===== config.mk =====
export PLATFORM = sky130hd
export DESIGN_NAME = async_result_sink
export DESIGN_NICKNAME = d
export VERILOG_FILES = /design/src/rtl/pa_AsyncCordic_pkg.sv /design/src/rtl/dual_rail_completion.sv /design/src/rtl/sync_chain.sv /design/src/rtl/async_result_sink.sv
export SDC_FILE = /design/constraint.sdc
export NUM_CORES = 1
export LEC_CHECK = 0
export CAP_MARGIN = 20
export CORE_MARGIN = 5
export CORE_UTILIZATION = 34
export CTS_BUF_LIST = sky130_fd_sc_hd__clkbuf_16
export DETAILED_ROUTE_END_ITERATION = 16
export MAX_ROUTING_LAYER = met4
export PLACE_DENSITY = 0.73
export SLEW_MARGIN = 15
export SYNTH_ARGS = -nofsm -noshare
export SYNTH_HDL_FRONTEND = slang
export SYNTH_SLANG_ARGS = --single-unit

===== constraint.sdc =====
create_clock -name clk_i -period 1.25 [get_ports clk_i]
set_clock_uncertainty 0.2 [all_clocks]
set_input_delay 0.125 -clock clk_i [delete_from_list [all_inputs] [get_ports clk_i]]
set_output_delay 0.125 -clock clk_i [all_outputs]
set_load 0.02 [all_outputs]

===== src/rtl/pa_AsyncCordic_pkg.sv =====
// Shared types for the async CORDIC datapath: dual-rail encoding plus the
// state and defaults of the synchronous result sink.
package pa_AsyncCordic;

   typedef struct packed {
      logic data_1;
      logic data_0;
   } dual_rail_t;

   typedef enum logic {
      WAIT_TOKEN,
      WAIT_NULL
   } sink_state_t;

   localparam int SYNC_STAGES_DEFAULT = 2;

endpackage


===== src/rtl/dual_rail_completion.sv =====
// Combinational completion/spacer detection over a dual-rail bus.
module dual_rail_completion
   import pa_AsyncCordic::*;
#(
   parameter int SIZE = 31
) (
   input  dual_rail_t [SIZE:0] data_i,
   output logic                complete_o,
   output logic                null_o
);

   // A bit with both rails high still counts as arrived so the sink captures
   // it and flags the error instead of stalling the ring forever.
   always_comb begin
      complete_o = 1'b1;
      null_o     = 1'b1;
      for (int i = 0; i <= SIZE; i++) begin
         complete_o = complete_o & (data_i[i].data_1 | data_i[i].data_0);
         null_o     = null_o & ~(data_i[i].data_1 | data_i[i].data_0);
      end
   end

endmodule


===== src/rtl/sync_chain.sv =====
// Multi-flop synchroniser with synchronous clear.
module sync_chain #(
   parameter int STAGES = 2
) (
   input  logic clk_i,
   input  logic rst_i,
   input  logic d_i,
   output logic q_o
);

   logic [STAGES-1:0] chain_q;

   always_ff @(posedge clk_i) begin
      if (rst_i) chain_q <= '0;
      else       chain_q <= {chain_q[STAGES-2:0], d_i};
   end

   assign q_o = chain_q[STAGES-1];

endmodule


===== src/rtl/async_result_sink.sv =====
// Four-phase dual-rail receiver that hands decoded tokens to a synchronous
// valid/ready consumer and acknowledges the upstream async source.
module async_result_sink
   import pa_AsyncCordic::*;
#(
   parameter int SIZE        = 31,
   parameter int SYNC_STAGES = SYNC_STAGES_DEFAULT
) (
   input  logic                clk_i,
   input  logic                rst_i,
   input  dual_rail_t [SIZE:0] data_i,
   output logic                ack_o,
   output logic [SIZE:0]       data_o,
   output logic                valid_o,
   input  logic                ready_i,
   output logic                err_o
);

   logic completeRaw, nullRaw, completeSync, nullSync;
   logic [SIZE:0] rail1, bothHigh;
   logic capture;

   sink_state_t   state_q, state_d;
   logic [SIZE:0] data_q, data_d;
   logic          valid_q, valid_d;
   logic          err_q, err_d;

   dual_rail_completion #(.SIZE(SIZE)) uCompletion (
      .data_i    (data_i),
      .complete_o(completeRaw),
      .null_o    (nullRaw)
   );

   sync_chain #(.STAGES(SYNC_STAGES)) uCompleteSync (
      .clk_i(clk_i), .rst_i(rst_i), .d_i(completeRaw), .q_o(completeSync)
   );

   sync_chain #(.STAGES(SYNC_STAGES)) uNullSync (
      .clk_i(clk_i), .rst_i(rst_i), .d_i(nullRaw), .q_o(nullSync)
   );

   always_comb begin
      for (int i = 0; i <= SIZE; i++) begin
         rail1[i]    = data_i[i].data_1;
         bothHigh[i] = data_i[i].data_1 & data_i[i].data_0;
      end
   end

   // Capturing only when the output slot is free or draining is what stalls
   // upstream under backpressure: ack stays low until the consumer catches up.
   assign capture = (state_q == WAIT_TOKEN) && completeSync && (!valid_q || ready_i);

   always_comb begin
      state_d = state_q;
      data_d  = data_q;
      valid_d = valid_q;
      err_d   = err_q;
      if (valid_q && ready_i) valid_d = 1'b0;
      case (state_q)
         WAIT_TOKEN: begin
            if (capture) begin
               data_d  = rail1;
               valid_d = 1'b1;
               err_d   = err_q | (|bothHigh);
               state_d = WAIT_NULL;
            end
         end
         WAIT_NULL: begin
            if (nullSync) state_d = WAIT_TOKEN;
         end
         default: state_d = WAIT_TOKEN;
      endcase
   end

   always_ff @(posedge clk_i) begin
      if (rst_i) begin
         state_q <= WAIT_TOKEN;
         data_q  <= '0;
         valid_q <= 1'b0;
         err_q   <= 1'b0;
      end else begin
         state_q <= state_d;
         data_q  <= data_d;
         valid_q <= valid_d;
         err_q   <= err_d;
      end
   end

   assign ack_o   = (state_q == WAIT_NULL);
   assign data_o  = data_q;
   assign valid_o = valid_q;
   assign err_o   = err_q;

endmodule

* Word-level counts from Yosys, hierarchy flattened
Cells that the tools add are included.
Storage, ports and cells: register bits after elaboration 39, bits of input ports 67, output and inout port bits 35, word-level logic and storage cells 179
Operators by class: mux-type cells 6, bitwise logic cells 160, reduce and logical (&&, ||, !) cells 7
Operator list (count):
- $and 1x1->1 | 94
- $not 1->1 | 33
- $or 1x1->1 | 33
- $reduce_or 32->1 | 1
- $mux 1 | 5
- $logic_and 1x1->1 | 3
- $pmux 1 s2 | 1
- $reduce_and 2->1 | 1
- $logic_not 1->1 | 1
- $logic_or 1x1->1 | 1

* Longest topological paths before layout
word-level depth 33, gate-level depth with buffers 6

* By module
A second synthesis with hierarchy kept.
Unflattened totals: cells, all modules 233, area, all modules 1794.2 um^2
By module, submodules not included:
- async_result_sink | times used 1, cells an instance 173, area each 1417.6 um^2, seq. area each 700.7 um^2
- dual_rail_completion | times used 1, cells an instance 52, area each 271.5 um^2, seq. area each 0.0 um^2
- sync_chain | times used 2, cells an instance 4, area each 52.6 um^2, seq. area each 40.0 um^2

* Worst setup path before layout
No wires, ideal clock.
path type register to register, start point reg state_q, in the netlist ack_o, end point reg err_q, in the netlist err_o, library setup time 87 ps, arrival time 1170 ps, required time 963 ps, path slack -207 ps, cell stages (with the launch flop) 6, path buffers 2, period minus slack after synthesis 1457 ps, path through dfxtp_1 -> nand2b_1 -> nand2b_1 -> buf_2 -> buf_2 -> o31ai_1
On the way: longest elaborated chain between the ends 4
Ends and longest elaborated chain:
- start: declaration | RTL line async_result_sink.sv:23 | sink_state_t state_q, state_d;
- start signal: assignment | RTL line async_result_sink.sv:82 | state_q <= state_d;
- $not 1->1 (*)
- $logic_and 1x1->1 (2 in series) | RTL line async_result_sink.sv:51 | assign capture = (state_q == WAIT_TOKEN) && completeSync && (!valid_q || ready_i);
- $reduce_and 2->1 (no line) (*)
- end signal: assignment | RTL line async_result_sink.sv:85 | err_q <= err_d;
- end: declaration | RTL line async_result_sink.sv:26 | logic err_q, err_d;
Every way passes the cells marked *; elsewhere a longest branch is shown, timed or not. A chain may end at the register's enable or synchronous reset.

* Worst setup path after layout
start point reg state_q, in the netlist ack_o, end point reg data_q[10], in the netlist data_o[10]
On the way: longest elaborated chain between the ends 4
Ends and longest elaborated chain:
- $not 1->1 (*)
- $logic_and 1x1->1 (2 in series) | RTL line async_result_sink.sv:51
- $reduce_and 2->1 (no line) (*)
- end signal: assignment | RTL line async_result_sink.sv:83 | data_q <= data_d;
- end: declaration | RTL line async_result_sink.sv:24 | logic [SIZE:0] data_q, data_d;
Marks and branches as above.

==> results.sh <==
export IMPL_status="finished, violations left"
export IMPL_failed_checks="setup timing"
export IMPL_critPathRequiredTime_ns=1.26
export IMPL_critPathSlowestCell="dfxtp_4"
export IMPL_io_pins=102
export IMPL_synth_edff_count=0
export IMPL_worstSetupPathType="reg -> reg"
export IMPL_wire_per_inst_um=18.04
export IMPL_drc_errors=0
export IMPL_hpwl_mm=5.733
export IMPL_clkTransAtPathRegs_ns=0.06
export IMPL_cts_num_sinks=39
export IMPL_powerDensity_mw_per_mm2=858.5
export IMPL_ys_ff_latch=39
export IMPL_grt_pass1_wl_mm=12.08
export IMPL_max_stage_delay_ns=0.34
export IMPL_die_area_mm2=0.006734
export IMPL_place_area_mm2=0.003075
export IMPL_wl_met1_mm=3.749
export IMPL_fmax_mhz=719.8
export IMPL_final_min_clock_period_ns=1.389
export IMPL_switching_power_w=0.0007147
export IMPL_setup_ws_ns=-0.1393
export IMPL_avgViaCountPerCell=5.149
export IMPL_multi_input_area_mm2=0.001167
export IMPL_layout_nets=445
export IMPL_place_congestion=0.8984
export IMPL_highest_layer="met4"
export IMPL_max_slew_margin=0.7735
export IMPL_grt_antenna_before_repair=0
export IMPL_hold_class="in -> reg"
export IMPL_drv_slew=0
export IMPL_synthArstFlopShare=0
export IMPL_start_util=0.3479
export IMPL_clockRootBuffer="clkbuf_16"
export IMPL_critPathLaunchType="flop"
export IMPL_num_antenna_cells=0
export IMPL_finalPower_w=0.002917
export IMPL_postRouteAntennaNets=0
export IMPL_fin_worst_hold_slack_ns=0.04414
export IMPL_h_tree_depth=2
export IMPL_syn_nets=301
export IMPL_gr_total_overflow=0
export IMPL_p_comb_frac=0.164
export IMPL_numPortBuffers=101
export IMPL_final_cell_mix="nand2_1, clkbuf_2, dlygate4sd2_1, dfxtp_1, buf_4"
export IMPL_final_seq_area_um2=788.3
export IMPL_timing_setup_tns_ns=-3.409
export IMPL_yosys_cell_types_count=19
export IMPL_p_clk_frac=0.411
export IMPL_postSynthCellCount=234
export IMPL_cts_tree="done"
export IMPL_end_kind="flop"
export IMPL_via_count=2312
export IMPL_design_area_mm2=0.003398
export IMPL_fin_crit_sh=1.111
export IMPL_setup_viol=34
export IMPL_core_area_mm2=0.005075
export IMPL_wl_met2_mm=3.888
export IMPL_timing_final_hold_violations=0
export IMPL_ys_warn_count=0
export IMPL_final_common_cell="nand2_1"
export IMPL_numCtsBuffers=5
export IMPL_synthToLayoutAreaGrowth_pct=92.49
export IMPL_synth_flop_cell="dfxtp_1"
export IMPL_netlist_area_mm2=0.001765
export IMPL_sequentialPowerShare=0.425
export IMPL_grt_pass1_vias=2358
export IMPL_drt_wl_total_mm=8.100
export IMPL_route_met3_wl_um=340
export IMPL_drt_iter0_drc=109
export IMPL_worstPathCellList="nand2b_4, nor2b_4, buf_4, clkbuf_16, nand2_1, a21oi_1"
export IMPL_critPathArrivalTime_ns=1.40
export IMPL_rsz0062_at_grt="yes"
export IMPL_dr_pass1_iters=4
export IMPL_clockBufferDepth=2
export IMPL_fillerInstances=490
export IMPL_peakVddDrop_mv=0.6191
export IMPL_clk_latency_ns=0.28
export IMPL_power_internal_w=0.002203
export IMPL_worst_pin_slew_ns=0.3397
export IMPL_rows=26
export IMPL_grt_start_max_net_pins=33
export IMPL_worstPathMaxFanout=7
export IMPL_avgSynthCellArea_um2=7.545
export IMPL_timing_max_cap_violations=0
export IMPL_p_sw_frac=0.2450
export IMPL_dieHeight_um=82.06
export IMPL_grt_use_total=0.2502
export IMPL_die_width_um=82.06
export IMPL_p_leak_nw=1.471
export IMPL_layout_drive_gt1_share=0.3852
export IMPL_yosysSeqAreaShare=0.4422
[worst max-delay path, delay by kind of cell, from the launching register on]
kind            cells  cell delay [ns]
compound gates      1             0.14
simple gates        3             0.36
flops               1             0.34
buf+inv             2             0.28
[Yosys cell counts, types with 3 or more instances]
cell type,n,share of area
clkbuf_1,5,0.011
dfxtp_1,39,0.44
nand2b_1,5,0.018
buf_2,7,0.020
a22oi_1,16,0.068
nor3_1,7,0.020
a21oi_1,34,0.096
nor4_1,11,0.039
o22ai_1,6,0.021
nor2b_1,3,0.011
nor2_1,20,0.043
nand4_1,9,0.032
nand2_1,64,0.14
[routing by layer]
metal | track usage | vias up
met3 | 0.05154 | 13
met5 | - | -
met4 | 0.06811 | 0
li1 | - | 1131
met1 | 0.3133 | 1095
met2 | 0.4087 | 73
[layout make-up]
| type | instances | share of cell area |
|---|---|---|
| repair buffers | 148 | 0.3586 |
| multi-input cells | 184 | 0.3435 |
| flip-flops and latches | 39 | 0.2320 |
| clock buffers | 5 | 0.03682 |
| well taps | 70 | 0.02577 |
| clock inverters | 3 | 0.003314 |
[flip-flops by register name (all words and copies together), names as in the netlist]
register,count
data_o,32
uCompleteSync.chain_q,2
uNullSync.chain_q,2
ack_o,1
err_o,1
valid_o,1
[final timing paths]
path | from | endpoint | slack, ns | cells after the start
worst max-delay path | ack_o | data_o[10] | -0.14 | 6
worst min-delay path | data_i[24] | uCompleteSync.chain_q[0] | 0.04 | 4
worst max register to register | ack_o | data_o[10] | -0.14 | 6
worst min register to register | data_o[3] | data_o[3] | 0.25 | 2
[power groups by stage]
| stage | Clock [W] | Combinational [W] | Sequential (W) |
|---|---|---|---|
| final | 0.00120 | 0.000479 | 0.00124 |
| after global routing | 0.00129 | 0.000512 | 0.00124 |
| after CTS | 0.00121 | 0.000448 | 0.00124 |
| after detailed placement | 0 | 0.000480 | 0.00127 |
| after global placement | 0 | 0.000483 | 0.00127 |
| after floorplan | 0 | 0.000101 | 0.00127 |
[timing repair]
action	CTS	global route
hold endpoints to repair	0	8
setup endpoints to repair	72	61
hold buffers	0	8
gates cloned	3	1
buffers inserted	2	3
pin swaps	34	28
resized for setup	171	95
[cell families after synthesis]
family / after synthesis / synth area share
AO/OA/AOI/OAI: 57 / 0.1899
buffers and inverters: 12 / 0.03047
flip-flops: 39 / 0.4422
AND/OR/NAND/NOR: 126 / 0.3373
[metrics by stage]
step | cells | setup slack (ns) | util
after floorplan | 234 | -0.06168 | -
after global placement | 424 | -0.6319 | 0.6060
after detailed placement | 424 | -0.6526 | 0.6060
after CTS | 437 | -0.1249 | 0.6541
after global routing | 449 | -0.1827 | 0.6696
final | 449 | -0.1393 | 0.6696
Power figures use the tool's default switching activity.
